## config.mk

```make
export PLATFORM = sky130hd
export DESIGN_NAME = pool2d_unit_flat
export DESIGN_NICKNAME = d
export VERILOG_FILES = /design/src/rtl/pool2d_unit_if.sv /design/src/rtl/pool2d_unit.sv /design/src/flat_wrapper.sv
export SDC_FILE = /design/constraint.sdc
export NUM_CORES = 1
export LEC_CHECK = 0
export CELL_PAD_IN_SITES_DETAIL_PLACEMENT = 0
export CELL_PAD_IN_SITES_GLOBAL_PLACEMENT = 1
export CORE_MARGIN = 5
export CORE_UTILIZATION = 40
export CTS_CLUSTER_DIAMETER = 50
export CTS_CLUSTER_SIZE = 10
export DETAILED_ROUTE_END_ITERATION = 10
export GPL_ROUTABILITY_DRIVEN = 0
export PLACE_DENSITY = 0.87
export SYNTH_ARGS = -nofsm -noshare
export SYNTH_HDL_FRONTEND = slang
export SYNTH_SLANG_ARGS = --single-unit
```

## constraint.sdc

```tcl
create_clock -name clk -period 7.9 [get_ports clk]
set_input_delay 1.58 -clock clk [delete_from_list [all_inputs] [get_ports clk]]
set_output_delay 1.58 -clock clk [all_outputs]
set_load 0.02 [all_outputs]
```

## src/rtl/pool2d_unit_if.sv

```systemverilog
// Stream bundle for pool2d_unit: SA_N-lane sample input and the pooled output queue.
interface pool2d_unit_if #(
    parameter int SA_N   = 4,
    parameter int N_BITS = 10
);
    logic [SA_N-1:0]              in_valid;
    logic [SA_N-1:0][N_BITS-1:0]  in_row;
    logic [SA_N-1:0][N_BITS-1:0]  in_col;
    logic [SA_N-1:0][7:0]         in_data;
    logic                         in_ready;
    logic                         out_valid;
    logic                         out_ready;
    logic [N_BITS-1:0]            out_row;
    logic [N_BITS-1:0]            out_col;
    logic [7:0]                   out_data;

    // Producer of samples / consumer of pooled results
    modport master (
        output in_valid, in_row, in_col, in_data, out_ready,
        input  in_ready, out_valid, out_row, out_col, out_data
    );

    // The pooling unit itself
    modport slave (
        input  in_valid, in_row, in_col, in_data, out_ready,
        output in_ready, out_valid, out_row, out_col, out_data
    );
endinterface

```

## src/rtl/pool2d_unit.sv

```systemverilog
// 2D pooling stage: SA_N lanes of int8 samples land in an SA_N x SA_N scratch tile;
// each complete FILTER_H x FILTER_W block is reduced (MAX or rounded AVG) and
// queued in a first-word-fall-through output FIFO.
module pool2d_unit #(
    parameter int SA_N       = 4,
    parameter int MAX_N      = 512,
    parameter int N_BITS     = $clog2(MAX_N + 1),
    parameter int FILTER_H   = 2,
    parameter int FILTER_W   = 2,
    parameter int FIFO_DEPTH = 4
) (
    input  logic              clk,
    input  logic              reset,
    input  logic              i_mode,
    input  logic [N_BITS-1:0] i_pos_row,
    input  logic [N_BITS-1:0] i_pos_col,
    pool2d_unit_if.slave      bus,
    output logic              o_idle,
    output logic              o_err_ovwr
);
    localparam int LOG_N  = $clog2(SA_N);
    localparam int NCELL  = SA_N * SA_N;
    localparam int CELL_W = $clog2(NCELL);
    localparam int NB_R   = SA_N / FILTER_H;
    localparam int NB_C   = SA_N / FILTER_W;
    localparam int K      = FILTER_H * FILTER_W;
    localparam int LOG_K  = $clog2(K);
    localparam int LOG_FH = $clog2(FILTER_H);
    localparam int LOG_FW = $clog2(FILTER_W);
    localparam int SUM_W  = 8 + LOG_K;
    localparam int PTR_W  = $clog2(FIFO_DEPTH);
    localparam int CNT_W  = PTR_W + 1;

    // Scratch tile: one valid bit and one sample per cell, row-major
    logic [NCELL-1:0]        r_valid_map;
    logic signed [7:0]       r_cell [NCELL];
    logic                    r_err_ovwr;

    // Output FIFO
    logic [N_BITS-1:0]       r_fifo_row  [FIFO_DEPTH];
    logic [N_BITS-1:0]       r_fifo_col  [FIFO_DEPTH];
    logic [7:0]              r_fifo_data [FIFO_DEPTH];
    logic [PTR_W-1:0]        r_wptr;
    logic [PTR_W-1:0]        r_rptr;
    logic [CNT_W-1:0]        r_count;

    logic [SA_N-1:0][LOG_N-1:0] w_lane_r;
    logic [SA_N-1:0][LOG_N-1:0] w_lane_c;
    logic [NCELL-1:0]        w_hit;
    logic [NCELL-1:0]        w_multi;
    logic [NCELL-1:0]        w_clear;
    logic signed [7:0]       w_wdata [NCELL];
    logic                    w_found;
    logic [N_BITS-1:0]       w_blk_r;
    logic [N_BITS-1:0]       w_blk_c;
    logic signed [7:0]       w_max;
    logic signed [7:0]       w_avg;
    logic [7:0]              w_result;
    logic                    w_out_valid;
    logic                    w_push;
    logic                    w_pop;

    genvar gi;

    // Tile-relative cell address of each lane (wraps within the tile)
    generate
        for (gi = 0; gi < SA_N; gi++) begin : g_lane
            assign w_lane_r[gi] = LOG_N'(bus.in_row[gi] - i_pos_row);
            assign w_lane_c[gi] = LOG_N'(bus.in_col[gi] - i_pos_col);
        end
    endgenerate

    generate
        for (gi = 0; gi < NCELL; gi++) begin : g_cell
            localparam logic [LOG_N-1:0] CR = LOG_N'(gi / SA_N);
            localparam logic [LOG_N-1:0] CC = LOG_N'(gi % SA_N);
            localparam int BR = (gi / SA_N) / FILTER_H;
            localparam int BC = (gi % SA_N) / FILTER_W;
            logic              l_hit;
            logic              l_multi;
            logic signed [7:0] l_wdata;

            // Lane decode for this cell; the highest matching lane index wins
            always_comb begin
                l_hit   = 1'b0;
                l_multi = 1'b0;
                l_wdata = '0;
                for (int l = 0; l < SA_N; l++) begin
                    if (bus.in_valid[l] && (w_lane_r[l] == CR) && (w_lane_c[l] == CC)) begin
                        l_multi = l_multi | l_hit;
                        l_hit   = 1'b1;
                        l_wdata = bus.in_data[l];
                    end
                end
            end

            assign w_hit[gi]   = l_hit;
            assign w_multi[gi] = l_multi;
            assign w_wdata[gi] = l_wdata;
            assign w_clear[gi] = w_push && (w_blk_r == N_BITS'(BR)) && (w_blk_c == N_BITS'(BC));
        end
    endgenerate

    // Find the first complete block in row-major order (reverse scan, last hit wins)
    always_comb begin
        logic l_full;
        l_full  = 1'b0;
        w_found = 1'b0;
        w_blk_r = '0;
        w_blk_c = '0;
        for (int br = NB_R - 1; br >= 0; br--) begin
            for (int bc = NB_C - 1; bc >= 0; bc--) begin
                l_full = 1'b1;
                for (int i = 0; i < FILTER_H; i++) begin
                    for (int j = 0; j < FILTER_W; j++) begin
                        l_full = l_full &
                            r_valid_map[CELL_W'((br * FILTER_H + i) * SA_N + bc * FILTER_W + j)];
                    end
                end
                if (l_full) begin
                    w_found = 1'b1;
                    w_blk_r = N_BITS'(br);
                    w_blk_c = N_BITS'(bc);
                end
            end
        end
    end

    // Reduce the selected window: signed max and round-half-up average
    always_comb begin
        logic signed [7:0]       l_val;
        logic signed [SUM_W-1:0] l_sum;
        logic signed [SUM_W-1:0] l_rnd;
        l_val = '0;
        l_sum = '0;
        w_max = 8'sh80;
        for (int i = 0; i < FILTER_H; i++) begin
            for (int j = 0; j < FILTER_W; j++) begin
                l_val = r_cell[CELL_W'((int'(w_blk_r) * FILTER_H + i) * SA_N
                                       + int'(w_blk_c) * FILTER_W + j)];
                if (l_val > w_max) w_max = l_val;
                l_sum = l_sum + SUM_W'(l_val);
            end
        end
        l_rnd = l_sum + SUM_W'(K / 2);
        w_avg = 8'(l_rnd >>> LOG_K);
    end

    assign w_result    = i_mode ? w_avg : w_max;
    assign w_out_valid = (r_count != '0);
    assign w_pop       = w_out_valid && bus.out_ready;
    // A pop in the same cycle frees the slot, so a full FIFO still accepts a push
    assign w_push      = w_found && ((r_count != CNT_W'(FIFO_DEPTH)) || w_pop);

    // Scratch valid map and sticky overwrite flag; a same-cycle write beats the clear
    always_ff @(posedge clk or posedge reset) begin
        if (reset) begin
            r_valid_map <= '0;
            r_err_ovwr  <= 1'b0;
        end else begin
            r_valid_map <= w_hit | (r_valid_map & ~w_clear);
            if ((|(w_hit & r_valid_map & ~w_clear)) || (|w_multi))
                r_err_ovwr <= 1'b1;
        end
    end

    // Scratch sample storage
    always_ff @(posedge clk) begin
        for (int i = 0; i < NCELL; i++) begin
            if (w_hit[i]) r_cell[i] <= w_wdata[i];
        end
    end

    // FIFO pointers and occupancy
    always_ff @(posedge clk or posedge reset) begin
        if (reset) begin
            r_wptr  <= '0;
            r_rptr  <= '0;
            r_count <= '0;
        end else begin
            if (w_push) r_wptr <= r_wptr + 1'b1;
            if (w_pop)  r_rptr <= r_rptr + 1'b1;
            case ({w_push, w_pop})
                2'b10:   r_count <= r_count + CNT_W'(1);
                2'b01:   r_count <= r_count - CNT_W'(1);
                default: r_count <= r_count;
            endcase
        end
    end

    // FIFO payload storage
    always_ff @(posedge clk) begin
        if (w_push) begin
            r_fifo_row[r_wptr]  <= (i_pos_row >> LOG_FH) + w_blk_r;
            r_fifo_col[r_wptr]  <= (i_pos_col >> LOG_FW) + w_blk_c;
            r_fifo_data[r_wptr] <= w_result;
        end
    end

    assign bus.out_valid = w_out_valid;
    assign bus.out_row   = w_out_valid ? r_fifo_row[r_rptr]  : '0;
    assign bus.out_col   = w_out_valid ? r_fifo_col[r_rptr]  : '0;
    assign bus.out_data  = w_out_valid ? r_fifo_data[r_rptr] : '0;
    assign bus.in_ready  = (r_count != CNT_W'(FIFO_DEPTH));
    assign o_idle        = ~|r_valid_map && (r_count == '0);
    assign o_err_ovwr    = r_err_ovwr;
endmodule

```

## src/flat_wrapper.sv

```systemverilog
// flat-port wrapper written by rule: the top's interface ports become plain ports
module pool2d_unit_flat 
#(
    parameter int SA_N       = 4,
    parameter int MAX_N      = 512,
    parameter int N_BITS     = $clog2(MAX_N + 1),
    parameter int FILTER_H   = 2,
    parameter int FILTER_W   = 2,
    parameter int FIFO_DEPTH = 4
)
  (clk, reset, i_mode, i_pos_row, i_pos_col, o_idle, o_err_ovwr, bus_in_valid, bus_in_row, bus_in_col, bus_in_data, bus_out_ready, bus_in_ready, bus_out_valid, bus_out_row, bus_out_col, bus_out_data);
  pool2d_unit_if #(.SA_N(SA_N), .N_BITS(N_BITS)) bus_i ();
  input  logic clk;
  input  logic reset;
  input  logic i_mode;
  input  logic [N_BITS-1:0] i_pos_row;
  input  logic [N_BITS-1:0] i_pos_col;
  output logic o_idle;
  output logic o_err_ovwr;
  input wire logic [$bits(bus_i.in_valid)-1:0] bus_in_valid;
  input wire logic [$bits(bus_i.in_row)-1:0] bus_in_row;
  input wire logic [$bits(bus_i.in_col)-1:0] bus_in_col;
  input wire logic [$bits(bus_i.in_data)-1:0] bus_in_data;
  input wire logic [$bits(bus_i.out_ready)-1:0] bus_out_ready;
  output wire logic [$bits(bus_i.in_ready)-1:0] bus_in_ready;
  output wire logic [$bits(bus_i.out_valid)-1:0] bus_out_valid;
  output wire logic [$bits(bus_i.out_row)-1:0] bus_out_row;
  output wire logic [$bits(bus_i.out_col)-1:0] bus_out_col;
  output wire logic [$bits(bus_i.out_data)-1:0] bus_out_data;
  assign bus_i.in_valid = bus_in_valid;
  assign bus_i.in_row = bus_in_row;
  assign bus_i.in_col = bus_in_col;
  assign bus_i.in_data = bus_in_data;
  assign bus_i.out_ready = bus_out_ready;
  assign bus_in_ready = bus_i.in_ready;
  assign bus_out_valid = bus_i.out_valid;
  assign bus_out_row = bus_i.out_row;
  assign bus_out_col = bus_i.out_col;
  assign bus_out_data = bus_i.out_data;
  pool2d_unit #(.SA_N(SA_N), .MAX_N(MAX_N), .N_BITS(N_BITS), .FILTER_H(FILTER_H), .FILTER_W(FILTER_W), .FIFO_DEPTH(FIFO_DEPTH)) u_core (.clk(clk), .reset(reset), .i_mode(i_mode), .i_pos_row(i_pos_row), .i_pos_col(i_pos_col), .bus(bus_i), .o_idle(o_idle), .o_err_ovwr(o_err_ovwr));
endmodule
```

# Yosys cells after proc, flatten, opt, wreduce, memory -nomap -nowiden

Memory sizes are Yosys's and may differ from the RTL's.
Index checks and enable logic that the tools add are counted.

Register bits: 24
Bits in writable memories: 240
Input bits: 140
Logic and storage cells: 441
Memories: 4

Add/subtract/negate cells: 23
Magnitude comparators: 4
Equality and inequality tests: 29
Mux-type cells: 225
Bitwise logic cells: 43
Reductions and logical operators: 108

Memories:

| name               | words | width | read ports | clocked after memory_dff | wr ports | RTL line          | RTL |
|---|---|---|---|---|---|---|---|
| u_core.r_cell      | 16    | 8     | 4          | 0                        | 16       | pool2d_unit.sv:36 | `logic signed [7:0] r_cell [NCELL];` |
| u_core.r_fifo_col  | 4     | 10    | 1          | 0                        | 1        | pool2d_unit.sv:41 | `logic [N_BITS-1:0] r_fifo_col [FIFO_DEPTH];` |
| u_core.r_fifo_row  | 4     | 10    | 1          | 0                        | 1        | pool2d_unit.sv:40 | `logic [N_BITS-1:0] r_fifo_row [FIFO_DEPTH];` |
| u_core.r_fifo_data | 4     | 8     | 1          | 0                        | 1        | pool2d_unit.sv:42 | `logic [7:0] r_fifo_data [FIFO_DEPTH];` |

Operators by type and width:

| operator              | number |
|---|---|
| $mux 8                | 70 |
| $mux 1                | 152 |
| $logic_and 1x1->1     | 89 |
| $and 16x16->16        | 3 |
| $reduce_or 16->1      | 3 |
| $eq 2x2->1 const B    | 17 |
| $or 1x1->1            | 32 |
| $gt 8x8->1            | 3 |
| $add 9x1->10          | 2 |
| $logic_not 10->1      | 2 |
| $mux 10               | 2 |
| $eq 2x1->1 const B    | 9 |
| $logic_not 2->1       | 8 |
| $not 16->16           | 1 |
| $or 16x16->16         | 1 |
| $sub 2x2->2           | 8 |
| $add 10x3->10 const B | 1 |
| $add 10x8->10         | 1 |
| $add 9x8->10          | 1 |
| $add 8x8->9           | 1 |
| $add 4x2->4 const B   | 2 |
| $gt 8x8->1 const B    | 1 |
| $add 2x1->2 const B   | 3 |
| $and 1x1->1           | 6 |
| 12 further kinds      | 14 |

# Logic depth before layout (Yosys ltp)

Gate-level depths: netlist of the first run.
An unclocked memory read counts as a cell.

Depth in word-level cells: 16
Depth in mapped cells: 32
Gate-level depth less buffers: 28

# Least setup slack after synthesis of the first run

OpenSTA, ideal clock, no wires.

Path type: flip-flop to flip-flop
Start: register u_core.r_valid_map[1]
End: memory u_core.r_fifo_data[0][4], data pin
Library setup time: 0.230 ns
Data arrival time: 7.463 ns
Path slack: 0.207 ns
Cell stages (with the launch flop): 32
Clock period less this slack: 7.693 ns
Cell sequence: dfrtp_1 > nand4_4 > buf_2 > buf_1 > clkbuf_1 > mux2i_1 > inv_1 > ha_1 > a21oi_1 > o221ai_2 > a2111oi_4 > nor2_2 > clkbuf_1 > a21oi_1 > inv_1 > ha_1 > nand3_1 > a211o_1 > nand2_1 > a311oi_1 > a311oi_4 > mux2_2 > ha_1 > nor2b_1 > o21a_1 > o21a_1 > o21ai_0 > nand2b_1 > a21oi_1 > o31ai_1 > nor2_1 > a221oi_1

Cells in the longest elaborated chain, start to end: 15

RTL lines:

| item                                                                | RTL line           | RTL |
|---|---|---|
| start, declared                                                     | pool2d_unit.sv:35  | `logic [NCELL-1:0] r_valid_map;` |
| start signal, assigned                                              | pool2d_unit.sv:161 | `r_valid_map <= w_hit \| (r_valid_map & ~w_clear);` |
| $and 1x1->1 (*) (3 in a row)                                        | pool2d_unit.sv:116 | `l_full = l_full &` |
| parallel branches: the longest is 2 deep, another holds $add 4x2->4 | -                  |  |
| $mem_v2 16x8 (*)                                                    | -                  |  |
| $gt 8x8->1                                                          | pool2d_unit.sv:141 | `if (l_val > w_max) w_max = l_val;` |
| $mux 8                                                              | pool2d_unit.sv:141 |  |
| $gt 8x8->1                                                          | pool2d_unit.sv:141 |  |
| $mux 8                                                              | pool2d_unit.sv:141 |  |
| $gt 8x8->1                                                          | pool2d_unit.sv:141 |  |
| $mux 8                                                              | pool2d_unit.sv:141 |  |
| $gt 8x8->1                                                          | pool2d_unit.sv:141 |  |
| $mux 8                                                              | pool2d_unit.sv:141 |  |
| $mux 8 (*)                                                          | pool2d_unit.sv:149 | `assign w_result = i_mode ? w_avg : w_max;` |
| net u_core.w_result[4]                                              | pool2d_unit.sv:58  | `logic [7:0] w_result;` |
| end, declared                                                       | pool2d_unit.sv:42  |  |

Mark *: on every way through the listed nets, which the timed path passes.

# Worst setup path in the final report of the first run

Start: register u_core.r_valid_map[1]
End: memory u_core.r_fifo_data[2][6], data pin

Same word-level chain as after synthesis.

==> reports/metrics.cfg, run 1 <==
[run_status]
outcome=finished clean

[sta]
drv_slew=0
fin_crit_sh=0.9253
setup_ws_ps=590.4
skew_ps=9.798
rsz0062_at_grt=no
max_freq_ghz=0.1368
slew_headroom=0.2682
fin_tns_setup_ps=0
tightestPinTransition_ps=1089
post-route-min-period_ps=7310
hold_violations=0
setup-violations-final=0

[worst_setup_path]
critical_path.max_fanout=18
crit_path_start_kind=flop
cp_top_family=compound AO/OA/AOI/OAI gates
path_class=reg2reg
cp_slowest_cell=a311oi_4
cp.depth=28
arrival_ps=7530
slowest_delay_ps=550
r2r_cells=28
cp_num_buf_inv=3
critPathRequiredTime_ps=8120
crit_path_end_kind=flop

[global_route]
grt_pass1_wl_mm=51.98
antenna_found_initial=0
grtUsageTotal=0.1837
grt.overflow.total=0
grt_pass1_vias=9240
grt_max_degree=32

[route]
drt_pass1_iterations=5
num_vias=9337
drtAntennaViolNets=0
drc=0
avgViaCountPerCell=5.649
avgRoutedWirePerCell_um=19.69
drtIter0Drc=676
routed_wl_mm=32.55

[clocking]
cts_buffers=17
clk_latency_ps=430
clock-sinks=196
cts_tree=done
cts_max_path_buffers=2
path_clk_slew_ps=80
clock_tree.root_cell=clkbuf_16
cts.hold.buffers_added=0
cts_setup_buffers=0
cts_resized=0
cts.htree.levels=4

[logic_synthesis]
postSynthCellCount=1172
synth_fp_nets=1375
synth.cell_area_um2=12770
seq_area_frac_synth=0.4514
async_flop_share=0.1224
synth-edff-count=172
synth_flop_cell=edfxtp_1
synthDistinctLibCells=74
yosysWarnings=0
syn_avg_cell_area_um2=10.90
synth-seq-cells=196

[floorplan]
io_pins=172
die_w_um=188.7
core_um2=31560
die-area_um2=35610
row_count=65
start_util=0.4048
die_h_um=188.7

[cells_and_area]
regArea_um2=5767
multiInputGateArea_um2=6553
fill_cells=2868
nets=1441
stdcell_area_um2=14770
drive_gt1_frac=0.1127
area_delta_synth_final_pct=15.64
n_antenna_cell=0

[placement]
io_buffer_count=106
place_area_um2=14180
dp_hpwl_mm=24.96
pre_cts_ws_ps=462.4

[min_path]
hold_path.class=reg2reg
min_path_cells=1

[pwr]
p_leak_uw=0.005485
power.density_nw_per_um2=382.4
p_clk_frac=0.146
power.internal_uw=3422
vdd.ir_drop.worst_v=0.0002092
switchingPower_uw=2227
seqPwrFrac=0.314
pwr-share-comb=0.540
p_sw_frac=0.3942

[run]
max_cap_viol_count=0

[worst reg2reg max path: cells and delay by family, from the launching register on]
family	cells	cell delay, ps
simple gates	7	1120
compound gates	13	3230
mux	2	780
flops	1	460
buf+inv	3	570
fa+ha+maj	3	920
[synthesized netlist by cell type (all sizes together), types with 15 or more instances]
library cell	count	area share
a21oi	66	0.026
a22oi	37	0.022
nand3	17	0.0067
ha	47	0.046
mux2i	52	0.041
dfrtp	24	0.047
and2	39	0.019
mux2	43	0.038
mux4	27	0.048
nor3	15	0.0063
nand2	105	0.031
nor2	101	0.030
inv	46	0.014
fa	16	0.025
edfxtp	172	0.40
a22o	23	0.016
buf	33	0.010
o21ai	66	0.026
clkbuf	43	0.013
xnor2	17	0.012
[per-stage QoR]
stage | hold slack (ps) | utilization | std cells | power [µW]
CTS | 505.6 | 0.4679 | 1653 | 5678
global placement | 479.8 | 0.4493 | 1621 | 4752
floorplan | 454.8 | - | 1172 | 3859
finish | 502.0 | 0.4681 | 1653 | 5649
detailed placement | 488.8 | 0.4493 | 1621 | 4845
global route | 518.7 | 0.4681 | 1653 | 6048
[state kept, by name, indices dropped and copies added (netlist names)]
| register | cells |
|---|---|
| u_core.r_cell | 64 |
| u_core.r_count | 3 |
| u_core.r_fifo_row | 36 |
| u_core.r_valid_map | 16 |
| u_core.r_fifo_data | 32 |
| u_core.r_fifo_col | 40 |
| u_core.r_rptr | 2 |
| u_core.o_err_ovwr | 1 |
| u_core.r_wptr | 2 |
[worst paths after layout]
path	from	end	slack, ps
worst max register to register	u_core.r_valid_map[1]$_DFF_PP0_	u_core.r_fifo_data[2][6]$_DFFE_PP_	590
worst max-delay path	u_core.r_valid_map[1]$_DFF_PP0_	u_core.r_fifo_data[2][6]$_DFFE_PP_	590
worst min register to register	u_core.r_valid_map[13]$_DFF_PP0_	u_core.r_valid_map[13]$_DFF_PP0_	500
worst min-delay path	u_core.r_valid_map[13]$_DFF_PP0_	u_core.r_valid_map[13]$_DFF_PP0_	500
max in group asynchronous	reset	u_core.r_rptr[0]$_DFFE_PP0P_	5550
min in group asynchronous	reset	u_core.r_valid_map[1]$_DFF_PP0_	1720
[cell usage in the layout, fill, tap and decap left out, types with 5 or more instances in the layout]
| cell type | count |
|---|---|
| and3_1 | 8 |
| mux2_2 | 41 |
| o21a_1 | 6 |
| inv_1 | 45 |
| fa_1 | 16 |
| ha_1 | 47 |
| nand2_1 | 105 |
| nand4_1 | 7 |
| and2_1 | 39 |
| or2_2 | 10 |
| nor3_1 | 14 |
| xnor2_1 | 17 |
| mux2i_1 | 52 |
| nand3b_1 | 5 |
| nand2b_1 | 14 |
| a221oi_1 | 9 |
| o22ai_1 | 9 |
| clkbuf_16 | 17 |
| a21oi_1 | 66 |
| nor2b_1 | 14 |
| xor2_1 | 12 |
| a22o_1 | 23 |
| mux4_2 | 27 |
| nor4_1 | 5 |
| nand3_1 | 17 |
| nor2_1 | 99 |
| dfrtp_1 | 23 |
| o21ai_0 | 64 |
| a22oi_1 | 37 |
| clkinv_8 | 5 |
| buf_4 | 17 |
| or3_1 | 6 |
| clkdlybuf4s50_1 | 106 |
| edfxtp_1 | 172 |
| o211ai_1 | 6 |
| a21o_1 | 13 |
[power groups by stage]
| stage | registers, µW | clock network, µW | logic, µW |
|---|---|---|---|
| floorplan | 1710 | 0 | 2150 |
| global placement | 1780 | 0 | 2980 |
| detailed placement | 1800 | 0 | 3040 |
| CTS | 1780 | 836 | 3060 |
| global route | 1810 | 883 | 3350 |
| finish | 1780 | 824 | 3050 |
[cell type report]
cell class                      instances  share of cell area
Clock buffer                           17             0.02880
Clock inverter                         15             0.01101
Inverter                               46             0.01169
Multi-Input combinational cell        854              0.4436
Sequential cell                       196              0.3904
Tap cell                              402             0.03405
Timing Repair Buffer                  123             0.08047
[routing by layer]
| layer | GRT usage | part of all wire |
|---|---|---|
| met5 | 0 | 0 |
| met4 | 0.04484 | 0.014 |
| met3 | 0.02705 | 0.040 |
| met2 | 0.3114 | 0.50 |
| met1 | 0.2502 | 0.45 |
[cells by family after synthesis]
family | synth area share
AO/OA/AOI/OAI | 0.1428
multiplexers | 0.1268
flip-flops | 0.4514
adder cells (fa/ha/maj) | 0.07268
XOR/XNOR | 0.03438
AND/OR/NAND/NOR | 0.1350
buffers and inverters | 0.03663
other | 0.0002936
Power figures use the tool's default switching activity.
==> run 2, diff against run 1 <==
CORE_UTILIZATION = 48   (was 40)
PLACE_DENSITY = 0.95   (was 0.87)
clock period = 8.8 ns   (was 7.9 ns; I/O delays follow)
==> run 2 against run 1 <==
Effect of this change: sequential share of layout area is 0.25 points higher; die area is 16% lower; worst setup slack better by 360 ps; design area is 0.64% lower; fmax is 6.9% lower; critical endpoint is now u_core.r_fifo_data[2][4]$_DFFE_PP_; largest cell class unchanged.
==> reports/metrics.cfg, run 2 (synthesized netlist as in run 1, its figures left out) <==
[run_status]
outcome=finished clean

[cells_and_area]
fill_cells=2170  ; -24%
n_antenna_cell=0  ; unchanged
top_register=u_core.r_cell
regArea_um2=5767  ; unchanged
largest_reg_flops=64  ; unchanged
multiInputGateArea_um2=6551  ; about the same
nets=1436  ; -0.35%
final_common_cell=edfxtp_1
area_delta_synth_final_pct=14.90
reg_top3=u_core.r_cell: 64 flops, u_core.r_fifo_col: 40 flops, u_core.r_fifo_row: 36 flops
drive_gt1_frac=0.1091  ; -0.003561
final_cell_mix=edfxtp_1 (172), clkdlybuf4s50_1 (106), nand2_1 (105), nor2_1 (99), a21oi_1 (66)

[run]
max_cap_viol_count=0  ; unchanged

[route]
drt_pass1_iterations=6  ; +1
num_vias=9387  ; +0.54%
routed_wl_mm=32.02  ; -1.6%
drtIter0Drc=859  ; +27%
drtAntennaViolNets=0  ; unchanged
avgRoutedWirePerCell_um=20.25  ; +2.9%
avgViaCountPerCell=5.937  ; +5.1%
drc=0  ; unchanged

[min_path]
whs_endpoint=u_core.r_valid_map[15]$_DFF_PP0_
hold_path.startpoint=u_core.r_valid_map[15]$_DFF_PP0_
min_path_cells=1  ; unchanged
hold_path.class=reg2reg

[worst_setup_path]
rrSetupSlack_ps=950  ; +360 ps
arrival_ps=8000  ; +470 ps
cp_slowest_cell=o31ai_2
crit_path_end_kind=flop
slowest_delay_ps=650  ; +100 ps
r2r_cells=28  ; unchanged
critPathRequiredTime_ps=8950  ; +830 ps
crit_path_start_kind=flop
critical_path.max_fanout=26  ; +8
path_class=reg2reg
worstReg2RegEnd=u_core.r_fifo_data[2][4]$_DFFE_PP_
reg2reg_from=u_core.r_valid_map[1]$_DFF_PP0_

[clocking]
clk_latency_ps=430  ; about the same
cts_buffers=17  ; unchanged
cts_tree=done
clock-sinks=196  ; unchanged
clock_tree.root_cell=clkbuf_16
cts_setup_buffers=0  ; unchanged
cts.htree.levels=4  ; unchanged
cts_max_path_buffers=2  ; unchanged
path_clk_slew_ps=70  ; about the same

[floorplan]
row_count=59  ; -9.2%
start_util=0.4888  ; +0.08400
die_w_um=173.1  ; -8.3%
die-area_um2=29970  ; -16%
core_um2=26130  ; -17%
die_h_um=173.1  ; -8.3%
io_pins=172  ; unchanged

[global_route]
grt_pass1_wl_mm=50.89  ; -2.1%
grt_pass1_vias=9169  ; -0.77%
grt.overflow.total=0  ; unchanged
grt_max_degree=32  ; unchanged
grtUsageTotal=0.2117  ; +0.02796
antenna_found_initial=0  ; unchanged

[pwr]
p_leak_uw=0.005470  ; -0.27%
vdd.ir_drop.worst_v=0.0002006  ; -4.1%
power.density_nw_per_um2=344.6  ; -9.9%

[sta]
fin_crit_sh=0.8919  ; -0.03337
setup-violations-final=0  ; unchanged
max_freq_ghz=0.1274  ; -6.9%
post-route-min-period_ps=7849  ; +539.1 ps
fin_tns_setup_ps=0  ; unchanged
slew_headroom=0.1760  ; -0.09224
skew_ps=13.30  ; +3.502 ps
tightestPinTransition_ps=1227  ; +137.3 ps
rsz0062_at_grt=no
hold_ws_ps=514.0  ; +12.07 ps
drv_slew=0  ; unchanged
hold_violations=0  ; unchanged

[placement]
io_buffer_count=106  ; unchanged
dp_hpwl_mm=24.07  ; -3.5%

run 2: cell count changes in the layout (fill, tap and decap cells not counted):
cell	previous run	this run
a221oi_1	9	10
a221oi_2	1	0
buf_4	17	12
clkinv_2	3	1
clkinv_8	5	3
inv_12	0	4
inv_6	4	2
inv_8	2	4
o31ai_1	4	3
o31ai_2	0	1
run 2: report_power, final:
group | switching [µW] | internal [µW] | total, µW
registers | 132 | 1450 | 1590
logic | 1490 | 1200 | 2700
clock network | 382 | 393 | 776
run 2: worst max-delay path by stage:
stage	from	endpoint	depth (start not counted)
global route	u_core.r_valid_map[1]$_DFF_PP0_	u_core.r_fifo_data[0][4]$_DFFE_PP_	28
global placement	u_core.r_valid_map[1]$_DFF_PP0_	u_core.r_fifo_data[2][4]$_DFFE_PP_	26
floorplan	u_core.r_valid_map[1]$_DFF_PP0_	u_core.r_fifo_data[0][4]$_DFFE_PP_	31
finish	u_core.r_valid_map[1]$_DFF_PP0_	u_core.r_fifo_data[2][4]$_DFFE_PP_	28
CTS	u_core.r_valid_map[1]$_DFF_PP0_	u_core.r_fifo_data[2][4]$_DFFE_PP_	26
detailed placement	u_core.r_valid_map[1]$_DFF_PP0_	u_core.r_fifo_data[2][4]$_DFFE_PP_	26
run 2: per-layer routing:
layer	share of wire	track usage	routed length, µm
met3	0.060	0.02707	1932
met2	0.49	0.3614	15700
met5	0	0	0
met1	0.44	0.2931	13980
met4	0.012	0.04423	399
run 2: per-stage QoR:
stage / setup slack [ps] / std cells / util / total power [µW] / area, µm²
floorplan: 1107 / 1172 / - / 3464 / 12770
global placement: 816.8 / 1549 / 0.5379 / 4193 / 14060
detailed placement: 671.1 / 1549 / 0.5379 / 4280 / 14060
CTS: 628.8 / 1581 / 0.5614 / 5072 / 14670
global route: 286.4 / 1581 / 0.5616 / 5397 / 14680
finish: 951.3 / 1581 / 0.5616 / 5058 / 14680
run 2: cell type report:
class	count	share of cell area
Clock inverter	15	0.01296
Sequential cell	196	0.3929
Tap cell	335	0.02856
Clock buffer	17	0.02899
Inverter	46	0.01176
Timing Repair Buffer	118	0.07843
Multi-Input combinational cell	854	0.4464
run 2: repair_timing:
action | in CTS | in global routing
resized for setup | 0 | 1
endpoints found under the setup margin | 0 | 12
hold buffers | 0 | 0
run 2: critical path: cells and delay by family (launching register included):
family,cells,cell delay [ps]
muxes,2,710
AOI/OAI and AO/OA,13,3120
DFF,1,460
adders and majority gates,3,910
buffers and inverters,3,620
and+or+nand+nor,7,1750
==> run 3, diff against run 2 <==
--- a/config.mk
+++ b/config.mk
@@ -7,2 +7,3 @@
 export LEC_CHECK = 0
+export CAP_MARGIN = 40
 export CELL_PAD_IN_SITES_DETAIL_PLACEMENT = 0
==> constraint.sdc (replaced) <==
create_clock -name clk -period 8.8 [get_ports clk]
set_input_delay 2.2 -clock clk [delete_from_list [all_inputs] [get_ports clk]]
set_output_delay 2.2 -clock clk [all_outputs]
set_load 0.02 [all_outputs]
==> run 3 against run 2 <==
Effect of this change: via count rose by 1.6%; non-clock buffer count rose by 11; largest power group unchanged; clock skew is 2.7 ps higher; register-to-register slack improved by 230 ps; sequential share of layout area down 0.39 points; global-route usage grew 0.44 points.
==> reports/metrics.cfg, run 3 (synthesized netlist as in run 1, its figures left out) <==
[sta]
hold_ws_ps=505.0  ; -9.064 ps
rsz0062_at_grt=no
setup-violations-final=0  ; unchanged
tightestPinTransition_ps=877.8  ; -348.8 ps
skew_ps=16.05  ; +2.746 ps
setup_ws_ps=1183  ; +231.8 ps
slew_headroom=0.4126  ; +0.2367
drv_slew=0  ; unchanged
hold_violations=0  ; unchanged
post-route-min-period_ps=7617  ; -231.7 ps
fin_crit_sh=0.8656  ; -0.02634
fin_tns_setup_ps=0  ; unchanged
max_freq_ghz=0.1313  ; +3.0%

[worst_setup_path]
crit_start=u_core.r_valid_map[1]$_DFF_PP0_
critPathRequiredTime_ps=8950  ; about the same
crit_path_start_kind=flop
arrival_ps=7770  ; -230 ps
worstReg2RegEnd=u_core.r_fifo_data[3][4]$_DFFE_PP_
critical_path.max_fanout=23  ; -12%
crit_path_end_kind=flop
reg2reg_from=u_core.r_valid_map[1]$_DFF_PP0_
r2r_cells=27  ; -3.6%
path_class=reg2reg
rrSetupSlack_ps=1180  ; +230 ps

[global_route]
antenna_found_initial=0  ; unchanged
grt_pass1_wl_mm=51.85  ; +1.9%
grtUsageTotal=0.2161  ; +0.004388
grt_max_degree=28  ; -13%
grt.overflow.total=0  ; unchanged
grt_pass1_vias=9301  ; +1.4%

[cells_and_area]
n_antenna_cell=0  ; unchanged
regArea_um2=5767  ; unchanged
top_register=u_core.r_cell
final_cell_mix=edfxtp_1 (172), clkdlybuf4s50_1 (106), nand2_1 (105), nor2_1 (99), a21oi_1 (66)
final_common_cell=edfxtp_1
largest_reg_flops=64  ; unchanged
fill_cells=2203  ; +1.5%
reg_top3=u_core.r_cell: 64 flops, u_core.r_fifo_col: 40 flops, u_core.r_fifo_row: 36 flops
area_delta_synth_final_pct=16.05
stdcell_area_um2=14820  ; +1.0%
fin_cells=1592  ; +0.70%
multiInputGateArea_um2=6546  ; about the same
nets=1447  ; +0.77%
drive_gt1_frac=0.1161  ; +0.007000

[clocking]
cts_setup_buffers=0  ; unchanged
cts.hold.buffers_added=0  ; unchanged
clock-sinks=196  ; unchanged
cts_buffers=17  ; unchanged
cts_resized=0  ; unchanged
cts_tree=done
cts_max_path_buffers=2  ; unchanged
clock_tree.root_cell=clkbuf_16
path_clk_slew_ps=90  ; +20 ps
cts.htree.levels=4  ; unchanged
clk_latency_ps=440  ; about the same

[pwr]
seqPwrFrac=0.304  ; -0.010
p_leak_uw=0.005558  ; +1.6%
p_sw_frac=0.4011  ; +0.004015
power.density_nw_per_um2=348.0  ; +0.97%
p_clk_frac=0.163  ; +0.010
pwr-share-comb=0.533  ; about the same
vdd.ir_drop.worst_v=0.0002217  ; +11%
power.internal_uw=3090  ; +1.3%
switchingPower_uw=2069  ; +3.0%

[placement]
io_buffer_count=106  ; unchanged
pre_cts_ws_ps=1344  ; +673.0 ps
place_inst=1560  ; +0.71%
dp_hpwl_mm=24.48  ; +1.7%
place_area_um2=14170  ; +0.78%

[min_path]
whs_endpoint=u_core.r_valid_map[12]$_DFF_PP0_
min_path_cells=1  ; unchanged
hold_path.startpoint=u_core.r_valid_map[12]$_DFF_PP0_
hold_path.class=reg2reg

[floorplan]
start_util=0.4888  ; unchanged
die_h_um=173.1  ; unchanged
die-area_um2=29970  ; unchanged
die_w_um=173.1  ; unchanged
row_count=59  ; unchanged
io_pins=172  ; unchanged
core_um2=26130  ; unchanged

[route]
num_vias=9538  ; +1.6%
avgViaCountPerCell=5.991  ; +0.91%
drc=0  ; unchanged
avgRoutedWirePerCell_um=20.56  ; +1.5%
routed_wl_mm=32.73  ; +2.2%
drtIter0Drc=935  ; +8.8%
drt_pass1_iterations=6  ; unchanged
drtAntennaViolNets=0  ; unchanged

[run]
max_cap_viol_count=0  ; unchanged

[run_status]
outcome=finished clean

[run 3: cell types whose count changed in the layout (fill, tap and decap cells not counted), sizes merged]
cell,delta
buf,+11
inv,+2
clkinv,-2
[run 3: area by class of cell]
class / count / area share
Multi-Input combinational cell: 854 / 0.4416
Sequential cell: 196 / 0.3890
Timing Repair Buffer: 129 / 0.08508
Clock buffer: 17 / 0.02870
Tap cell: 335 / 0.02827
Clock inverter: 15 / 0.01570
Inverter: 46 / 0.01165
[run 3: worst max path at each step]
stage                                              end  depth (start not counted)
global placement    u_core.r_fifo_data[2][4]$_DFFE_PP_                         27
CTS                 u_core.r_fifo_data[1][4]$_DFFE_PP_                         27
finish              u_core.r_fifo_data[3][4]$_DFFE_PP_                         27
detailed placement  u_core.r_fifo_data[3][4]$_DFFE_PP_                         27
floorplan           u_core.r_fifo_data[0][4]$_DFFE_PP_                         31
global route        u_core.r_fifo_data[1][4]$_DFFE_PP_                         28
[run 3: power by group through the flow]
| stage | logic [µW] | clock network, µW | registers, µW |
|---|---|---|---|
| floorplan | 1930 | 0 | 1530 |
| global placement | 2610 | 0 | 1590 |
| detailed placement | 2740 | 0 | 1590 |
| CTS | 2760 | 850 | 1570 |
| global route | 3000 | 892 | 1600 |
| finish | 2750 | 840 | 1570 |
[run 3: layer usage]
| layer | routed length, µm | global-route usage | vias to the layer above |
|---|---|---|---|
| met2 | 16140 | 0.3749 | 420 |
| met4 | 621 | 0.04988 | 0 |
| met3 | 2011 | 0.02838 | 49 |
| met1 | 13960 | 0.2914 | 4571 |
| met5 | 0 | 0 | - |
| li1 | - | - | 4498 |
[run 3: through the flow]
step,power (µW),util
detailed placement,4328,0.5421
global placement,4193,0.5382
finish,5158,0.5673
global route,5487,0.5673
floorplan,3464,-
CTS,5183,0.5673
[run 3: worst max-delay path: stages, from the launching register on]
cell and delay, ps:
dfrtp_1 480, nand4_4 450, buf_4 370, mux2_4 360
ha_1 300, nor2b_1 130, o211a_1 230, a2111oi_4 490
nor2_2 270, a21oi_1 270, inv_1 70, ha_1 310
a21o_1 160, a211oi_1 320, nand3b_1 130, a311oi_1 430
a311oi_4 60, mux2_2 320, ha_1 290, nor2b_1 130
o21a_1 120, o21a_1 100, o21ai_0 70, nand2b_1 70
a21oi_1 60, o31ai_1 470, nor2_1 230, a221oi_1 640
